==> src/rtl/mem_arbiter_pkg.sv <==
// Shared types for the two-master memory arbiter: FSM state encoding and port identifiers.
package mem_arbiter_pkg;

  typedef enum logic [2:0] {
    IDLE     = 3'd0,
    RD_START = 3'd1,
    RD_DATA  = 3'd2,
    WR_DATA  = 3'd3,
    DONE     = 3'd4
  } state_e;

  localparam logic PORT_I = 1'b0;
  localparam logic PORT_D = 1'b1;

endpackage

==> src/rtl/rr_arbiter2.sv <==
// Two-way round-robin picker. The pointer names the port preferred on contention and
// moves to the port that did not own the burst just completed.
module rr_arbiter2
  import mem_arbiter_pkg::*;
(
  input  logic       clk,
  input  logic       reset,
  input  logic [1:0] req_i,
  input  logic       advance_i,
  input  logic       last_i,
  output logic [1:0] gnt_o
);

  logic ptr_q;
  logic ptr_d;

  // preferred-port pointer register
  always_ff @(posedge clk) begin
    if (reset) begin
      ptr_q <= PORT_I;
    end else begin
      ptr_q <= ptr_d;
    end
  end

  // pointer update and one-hot pick
  always_comb begin
    ptr_d = ptr_q;
    if (advance_i) begin
      ptr_d = ~last_i;
    end else begin
      ptr_d = ptr_q;
    end
    gnt_o = 2'b00;
    case (req_i)
      2'b01:   gnt_o = 2'b01;
      2'b10:   gnt_o = 2'b10;
      2'b11:   gnt_o = (ptr_q == PORT_D) ? 2'b10 : 2'b01;
      default: gnt_o = 2'b00;
    endcase
  end

endmodule

==> src/rtl/mem_arbiter.sv <==
// Shares one memory port between icache (port 0) and dcache (port 1), granting whole
// bursts and steering strobes, address, write data and read beats to the owner.
module mem_arbiter
  import mem_arbiter_pkg::*;
#(
  parameter int ADDRBITS  = 32,
  parameter int DATABITS  = 32,
  parameter int BURSTBITS = 16
) (
  input  logic                 clk,
  input  logic                 reset,
  input  logic [ADDRBITS-1:0]  p0_addr,
  input  logic [DATABITS-1:0]  p0_in,
  input  logic                 p0_rdreq,
  input  logic                 p0_wrreq,
  input  logic [BURSTBITS-1:0] p0_burstlen,
  output logic [DATABITS-1:0]  p0_out,
  output logic                 p0_out_valid,
  output logic                 p0_grant,
  output logic                 p0_wr_next,
  output logic                 p0_done,
  input  logic [ADDRBITS-1:0]  p1_addr,
  input  logic [DATABITS-1:0]  p1_in,
  input  logic                 p1_rdreq,
  input  logic                 p1_wrreq,
  input  logic [BURSTBITS-1:0] p1_burstlen,
  output logic [DATABITS-1:0]  p1_out,
  output logic                 p1_out_valid,
  output logic                 p1_grant,
  output logic                 p1_wr_next,
  output logic                 p1_done,
  output logic [ADDRBITS-1:0]  mem_addr,
  output logic [DATABITS-1:0]  mem_in,
  input  logic [DATABITS-1:0]  mem_out,
  input  logic                 mem_out_valid,
  output logic                 mem_rdreq,
  output logic                 mem_wrreq,
  output logic [BURSTBITS-1:0] mem_burstlen
);

  localparam logic [BURSTBITS-1:0] LEN_ZERO = {BURSTBITS{1'b0}};
  localparam logic [BURSTBITS-1:0] LEN_ONE  = {{(BURSTBITS-1){1'b0}}, 1'b1};

  function automatic logic [BURSTBITS-1:0] eff_len(input logic [BURSTBITS-1:0] bl);
    if (bl == LEN_ZERO) begin
      eff_len = LEN_ONE;
    end else begin
      eff_len = bl;
    end
  endfunction

  state_e               state_q, state_d;
  logic                 owner_q, owner_d;
  logic                 wr_q, wr_d;
  logic [BURSTBITS-1:0] len_q, len_d;
  logic [BURSTBITS-1:0] cnt_q, cnt_d;
  logic [1:0]           req_s;
  logic [1:0]           gnt_s;
  logic                 advance_s;
  logic                 last_s;
  logic                 granted_s;
  logic                 rd_phase_s;

  assign req_s  = {p1_rdreq | p1_wrreq, p0_rdreq | p0_wrreq};
  assign last_s = (cnt_q == (len_q - LEN_ONE));

  rr_arbiter2 u_rr (
    .clk       (clk),
    .reset     (reset),
    .req_i     (req_s),
    .advance_i (advance_s),
    .last_i    (owner_q),
    .gnt_o     (gnt_s)
  );

  // burst state registers
  always_ff @(posedge clk) begin
    if (reset) begin
      state_q <= IDLE;
      owner_q <= PORT_I;
      wr_q    <= 1'b0;
      len_q   <= LEN_ZERO;
      cnt_q   <= LEN_ZERO;
    end else begin
      state_q <= state_d;
      owner_q <= owner_d;
      wr_q    <= wr_d;
      len_q   <= len_d;
      cnt_q   <= cnt_d;
    end
  end

  // next-state: arbitration, beat counting, completion
  always_comb begin
    state_d   = state_q;
    owner_d   = owner_q;
    wr_d      = wr_q;
    len_d     = len_q;
    cnt_d     = cnt_q;
    advance_s = 1'b0;
    case (state_q)
      IDLE: begin
        if (gnt_s != 2'b00) begin
          owner_d = gnt_s[1] ? PORT_D : PORT_I;
          wr_d    = gnt_s[1] ? p1_wrreq : p0_wrreq;
          len_d   = eff_len(gnt_s[1] ? p1_burstlen : p0_burstlen);
          cnt_d   = LEN_ZERO;
          state_d = (gnt_s[1] ? p1_wrreq : p0_wrreq) ? WR_DATA : RD_START;
        end else begin
          state_d = IDLE;
        end
      end
      // a beat in RD_START comes from zero-wait memory and counts like any other
      RD_START, RD_DATA: begin
        if (mem_out_valid) begin
          if (last_s) begin
            state_d = DONE;
          end else begin
            cnt_d   = cnt_q + LEN_ONE;
            state_d = RD_DATA;
          end
        end else begin
          state_d = RD_DATA;
        end
      end
      WR_DATA: begin
        if (last_s) begin
          state_d = DONE;
        end else begin
          cnt_d   = cnt_q + LEN_ONE;
          state_d = WR_DATA;
        end
      end
      DONE: begin
        advance_s = 1'b1;
        state_d   = IDLE;
      end
      default: begin
        state_d = IDLE;
      end
    endcase
  end

  // output decode from the burst registers; read data passes through to the owner only
  always_comb begin
    granted_s    = (state_q == RD_START) || (state_q == RD_DATA) || (state_q == WR_DATA);
    rd_phase_s   = (state_q == RD_START) || (state_q == RD_DATA);
    p0_grant     = granted_s && (owner_q == PORT_I);
    p1_grant     = granted_s && (owner_q == PORT_D);
    mem_rdreq    = (state_q == RD_START);
    mem_wrreq    = (state_q == WR_DATA);
    p0_wr_next   = mem_wrreq && (owner_q == PORT_I);
    p1_wr_next   = mem_wrreq && (owner_q == PORT_D);
    p0_done      = (state_q == DONE) && (owner_q == PORT_I);
    p1_done      = (state_q == DONE) && (owner_q == PORT_D);
    p0_out_valid = p0_grant && rd_phase_s && mem_out_valid;
    p1_out_valid = p1_grant && rd_phase_s && mem_out_valid;
    p0_out       = p0_grant ? mem_out : {DATABITS{1'b0}};
    p1_out       = p1_grant ? mem_out : {DATABITS{1'b0}};
    mem_burstlen = granted_s ? len_q : LEN_ZERO;
    if (p1_grant) begin
      mem_addr = p1_addr;
      mem_in   = p1_in;
    end else if (p0_grant) begin
      mem_addr = p0_addr;
      mem_in   = p0_in;
    end else begin
      mem_addr = {ADDRBITS{1'b0}};
      mem_in   = {DATABITS{1'b0}};
    end
  end

endmodule

==> config.mk <==
export PLATFORM = sky130hd
export DESIGN_NAME = mem_arbiter
export DESIGN_NICKNAME = d
export VERILOG_FILES = /design/src/rtl/mem_arbiter_pkg.sv /design/src/rtl/rr_arbiter2.sv /design/src/rtl/mem_arbiter.sv
export SDC_FILE = /design/constraint.sdc
export NUM_CORES = 1
export LEC_CHECK = 0
export ABC_CLOCK_PERIOD_IN_PS = 2840
export BUFFER_PORTS_ARGS = -buffer_cell sky130_fd_sc_hd__buf_2
export CAP_MARGIN = 20
export CORE_AREA = 5 5 135 137
export DETAILED_ROUTE_END_ITERATION = 8
export DIE_AREA = 0 0 140 142
export MAX_ROUTING_LAYER = met4
export PLACE_DENSITY = 0.65
export REMOVE_ABC_BUFFERS = 1
export SLEW_MARGIN = 40
export SYNTH_ARGS = -nofsm -noshare
export SYNTH_HDL_FRONTEND = slang
export SYNTH_SLANG_ARGS = --single-unit
==> constraint.sdc <==
create_clock -name clk -period 2.84 [get_ports clk]
set_input_delay 0.142 -clock clk [delete_from_list [all_inputs] [get_ports clk]]
set_output_delay 0.142 -clock clk [all_outputs]
set_load 0.03 [all_outputs]
## Yosys cells after proc, flatten, opt, wreduce, memory -nomap -nowiden

Index checks and enable logic that the tools add are counted.

- Register bits: 37
- Bits of input ports: 199
- Logic and storage cells: 63
- Output and inout port bits: 154

- Bitwise gates (word level): 3
- Multiplexer cells: 24
- Reductions and logical operators: 19
- Add/sub/neg operators: 2
- Equality and inequality tests: 10

Operators with widths:

| cell | number |
|---|---|
| 32-bit two-way mux | 6 |
| 16-bit two-way mux | 6 |
| 16-bit one-hot mux with 3 select lines | 1 |
| 16-bit by 1-bit adder with 16-bit output (second input constant) | 1 |
| 16-bit equality test | 1 |
| 16-bit zero test | 1 |
| 16-bit by 1-bit subtractor with 16-bit output (second input constant) | 1 |
| 1-bit logical AND | 10 |
| 3-bit two-way mux | 3 |
| 3-bit one-hot mux with 3 select lines | 1 |
| 3-bit by 2-bit equality test with 1-bit output (second input constant) | 2 |
| 2-bit two-way mux | 3 |
| 2-bit one-hot mux with 3 select lines | 1 |
| 2-bit equality test (second input constant) | 2 |
| 2-bit inequality test (second input constant) | 2 |
| 3-bit by 1-bit equality test with 1-bit output (second input constant) | 1 |
| 3-bit equality test (second input constant) | 1 |
| 3-bit zero test | 1 |
| 1-bit two-way mux | 3 |
| 3-bit AND reduction | 1 |
| 3-bit nonzero test | 1 |
| 2-bit by 1-bit equality test with 1-bit output (second input constant) | 1 |
| 1-bit logical OR | 2 |
| 1-bit bitwise OR | 2 |
| other kinds (4) | 4 |

## Longest topological paths before layout

- Word-level depth: 7
- Gate-level depth with buffers: 13
- Mapped depth without buffers: 10

## Cells and area by module

From an unflattened synthesis, not the netlist that was laid out.

- Cell total of the unflattened synthesis: 570
- Area, all modules: 4155.2 um^2

Modules (own cells, without submodules):

| module | instances | sequential area each (um^2) | area each (um^2) | cells an instance |
|---|---|---|---|---|
| mem_arbiter | 1 | 720.7 | 4100.2 | 564 |
| rr_arbiter2 | 1 | 20.0 | 55.1 | 6 |

## Worst setup path after synthesis

OpenSTA, ideal clock, no wires.

- Path type: register -> register
- Start point: register len_q[3]
- End point: register cnt_q[8]
- Period minus slack after synthesis: 2968 ps
- Arrival time: 2897 ps
- Setup time: 72 ps
- Data required time: 2768 ps
- Stages on the path, launching flop included: 13
- Path buffers: 4
- Setup slack: -128 ps
- Cell sequence: dfxtp_1 buf_6 or4_1 or4_1 buf_2 nor3_4 xnor2_1 nor4_2 and4_1 buf_6 buf_12 nor4b_1 mux2i_1

- Longest elaborated chain between the ends: 5

RTL lines:

| element | RTL line | RTL |
|---|---|---|
| from (decl) | mem_arbiter.sv:55 | `logic [BURSTBITS-1:0] len_q, len_d;` |
| from (signal assigned) | mem_arbiter.sv:88 | `len_q <= len_d;` |
| 16-bit by 1-bit subtractor with 16-bit output * | mem_arbiter.sv:65 | `assign last_s = (cnt_q == (len_q - LEN_ONE));` |
| 16-bit equality test * | mem_arbiter.sv:65 |  |
| 16-bit two-way mux * | - |  |
| 16-bit two-way mux | - |  |
| 16-bit one-hot mux with 3 select lines * | - |  |
| to (signal assigned) | mem_arbiter.sv:89 | `cnt_q <= cnt_d;` |
| to (decl) | mem_arbiter.sv:56 | `logic [BURSTBITS-1:0] cnt_q, cnt_d;` |

Every way passes the cells marked *; elsewhere a longest branch is shown, timed or not. The select of a mux whose other input is x is not followed.
A chain may end at the register's enable or synchronous reset.

## Worst setup path in the final report

- Start point: register len_q[6]
- End point: register cnt_q[3]

The elaborated chain is that of the path after synthesis.

==> impl_metrics.json <==
{
  "worst_r2r_endpoint": "cnt_q[3]$_SDFFE_PP0P_",
  "rrSetupSlack_ps": -80,
  "synth_top_flop_cell": "dfxtp_1",
  "hold_class": "in -> reg",
  "place_congestion": 0.988,
  "grt_antenna_before_repair": 20,
  "dieArea_mm2": 0.0199,
  "layout_commonest_cell": "buf_2",
  "io-pin-count": 353,
  "synth_seq_cells": 37,
  "synthTopCellsByArea": "dfxtp_1, mux2i_1, nor2_1",
  "finalHoldViolations": 0,
  "final_cell_mix": "buf_2, nor2_1, mux2i_1, nand2_1, and2_1",
  "worst_setup_path_end_kind": "flip-flop",
  "grtUsageTotal_pct": 21.7,
  "cp_cell_sequence": "or4_4 -> or3_4 -> or4_4 -> a211oi_2 -> a311o_1 -> and4_4 -> buf_12 -> buf_6 -> or3_4 -> a21oi_2",
  "area_growth_pct": 60.9,
  "yosys_warnings": 0,
  "fp.dieW_um": 140,
  "cts_inserted_buffers": 5,
  "synth-compound-area-share_pct": 12.9,
  "cp_top_family": "simple AND/OR/NAND/NOR gates",
  "violations": "negative setup slack",
  "synth-simple-area-share_pct": 40.0,
  "min_period_ps": 2920,
  "period_share_pct": 103,
  "avgViaCountPerCell": 4.86,
  "drv_slew": 0,
  "synth_top_area_share_pct": 17.8,
  "start_util_pct": 24.6,
  "drv_cap": 0,
  "clk_latency_ps": 280,
  "rsz0062_at_grt": "yes",
  "wl_per_cell_um": 19.2,
  "cp_num_buf_inv": 2,
  "pre_cts_slack_ps": -151,
  "async_flop_share_pct": 0,
  "hold_path_end": "len_q[10]$_SDFFE_PP0P_",
  "core_mm2": 0.0169,
  "reg2reg_from": "len_q[6]$_SDFFE_PP0P_",
  "grt_max_degree": 57,
  "critPathMaxFanout": 11,
  "synth_seq_area_share_pct": 17.8,
  "synth_mux_area_share_pct": 17.1,
  "placed_area_mm2": 0.00632,
  "first_global_vias": 5578,
  "setup.worst_path.class": "reg -> reg",
  "drt-total-wl_um": 22500,
  "skew_ps": 4.83,
  "drc": 0,
  "total_power_uw": 4090,
  "drive_gt1_share_pct": 48.9,
  "worst_slew_pin_slew_ps": 819,
  "worstHoldStart": "p1_burstlen[10]",
  "syn_area_mm2": 0.00417,
  "root_buffer": "clkbuf_16",
  "timing.fmax_ghz": 0.343,
  "synth_top_family_by_area": "simple AND/OR/NAND/NOR gates",
  "ir_drop_mv": 0.306,
  "clock_sinks": 37,
  "whs_path_depth": 3,
  "synth_cell_types": 60,
  "crit_path_start_kind": "flip-flop",
  "status": "complete, but fails checks",
  "dpl.hpwl_um": 19100,
  "netlist.top_cell.by_area": "dfxtp_1",
  "critPathRequiredTime_ps": 3000,
  "cts_buffer_depth": 2,
  "synthAdderAreaFrac_pct": 0.840,
  "vias": 5695,
  "clkSlewWorstSetupHoldPaths_ps": 60,
  "setup_ws_ps": -76.8,
  "port_buffers": 352,
  "avgSynthCellArea_um2": 7.19,
  "crit_cells": 10,
  "final_nets": 1135,
  "htree_levels": 2,
  "synth_edf_count": 0,
  "initialDrtViolationCount": 393,
  "rows": 48,
  "worstPathArrival_ps": 3080,
  "drt_first_pass_iters": 5,
  "rr_worst_depth": 10,
  "whs_ps": 140,
  "ant_nets": 0,
  "grt_pass1_wl_um": 32800,
  "slew_headroom_pct": 45.4,
  "leakagePower_uw": 0.00336,
  "die_height_um": 142,
  "synthXorXnorAreaFrac_pct": 4.41,
  "powerDensity_mw_per_mm2": 609,
  "max_stage_delay_ps": 540,
  "grt-ovfl-total": 0,
  "cts_tree": "built",
  "slowest_stage": "or4_4",
  "finish.instance_area_mm2": 0.00671,
  "setup_viol": 12,
  "synthCells": 580
}
## per-layer routing
metal | track usage, % | share of wire, %
met5 | - | 0
met4 | 2.91 | 1.2
met3 | 5.61 | 11
met2 | 32.7 | 45
met1 | 30.0 | 43
## what timing repair did
| item | in CTS | in global routing |
|---|---|---|
| pin swaps | 1 | 4 |
| gates resized for setup | 12 | 18 |
| cloned | 1 | 0 |
| setup endpoints to repair | 18 | 19 |
| hold buffers | 0 | 0 |
| buffers inserted | 2 | 2 |
## logic make-up (layout without fill, tap and decap cells)
| family | Yosys count | in the layout |
|---|---|---|
| and+or+nand+nor | 318 | 318 |
| muxes | 71 | 71 |
| AOI/OAI and AO/OA | 67 | 67 |
| buffers and inverters | 63 | 418 |
| DFF | 37 | 37 |
| xor gates and xnor gates | 21 | 21 |
| adders and majority gates | 3 | 3 |
| other | 0 | 13 |
## synthesized netlist by cell type (all sizes together) (9+ instances only)
cell / number
xnor2: 15
mux2i: 69
clkbuf: 38
buf: 15
nor4: 12
nor3: 9
a21oi: 16
and2: 48
nand2: 52
dfxtp: 37
and3: 38
or4: 14
a311oi: 16
inv: 10
nor2: 103
## where the power goes
group          internal (uW)  switching [uW]  total, uW
Clock                    501             219        721
Combinational            965            1730       2690
Sequential               584            92.1        676
## state kept, by name, indices dropped and copies added, names as in the netlist
name / count
u_rr.ptr_q: 1
state_q: 3
owner_q: 1
len_q: 16
cnt_q: 16
## tightest hold or removal path, stage by stage
cell      delay (ps)
buf_2            100
nand2_1           50
a311oi_1          80
## through the flow
stage	std cells	TNS, ps	util (%)
after global routing	1167	-2060	39.5
after detailed placement	1147	-1520	37.3
after CTS	1158	-380	38.9
final	1173	-511	39.6
after floorplan	527	-234180	-
after global placement	1147	-904	37.3
## final cells by class
cell class	count	area [um2]
antenna	13	32.5
clock buffer	5	125
clock inverter	3	65.1
fill	1779	10200
inverter	10	37.5
multi-input combinational	480	3240
sequential	37	746
tap	225	282
timing repair buffer	400	2190
## worst max path at each step
stage                                startpoint                      to  slack, ps
after global placement    len_q[2]$_SDFFE_PP0P_  cnt_q[10]$_SDFFE_PP0P_       -110
after detailed placement  len_q[2]$_SDFFE_PP0P_   cnt_q[3]$_SDFFE_PP0P_       -150
after CTS                 len_q[6]$_SDFFE_PP0P_   cnt_q[3]$_SDFFE_PP0P_        -60
after global routing      len_q[6]$_SDFFE_PP0P_   cnt_q[0]$_SDFFE_PP0P_       -170
after floorplan           state_q[2]$_SDFF_PP0_   cnt_q[6]$_SDFFE_PP0P_      -3200
final                     len_q[6]$_SDFFE_PP0P_   cnt_q[3]$_SDFFE_PP0P_        -80
Power figures use the tool's default switching activity.
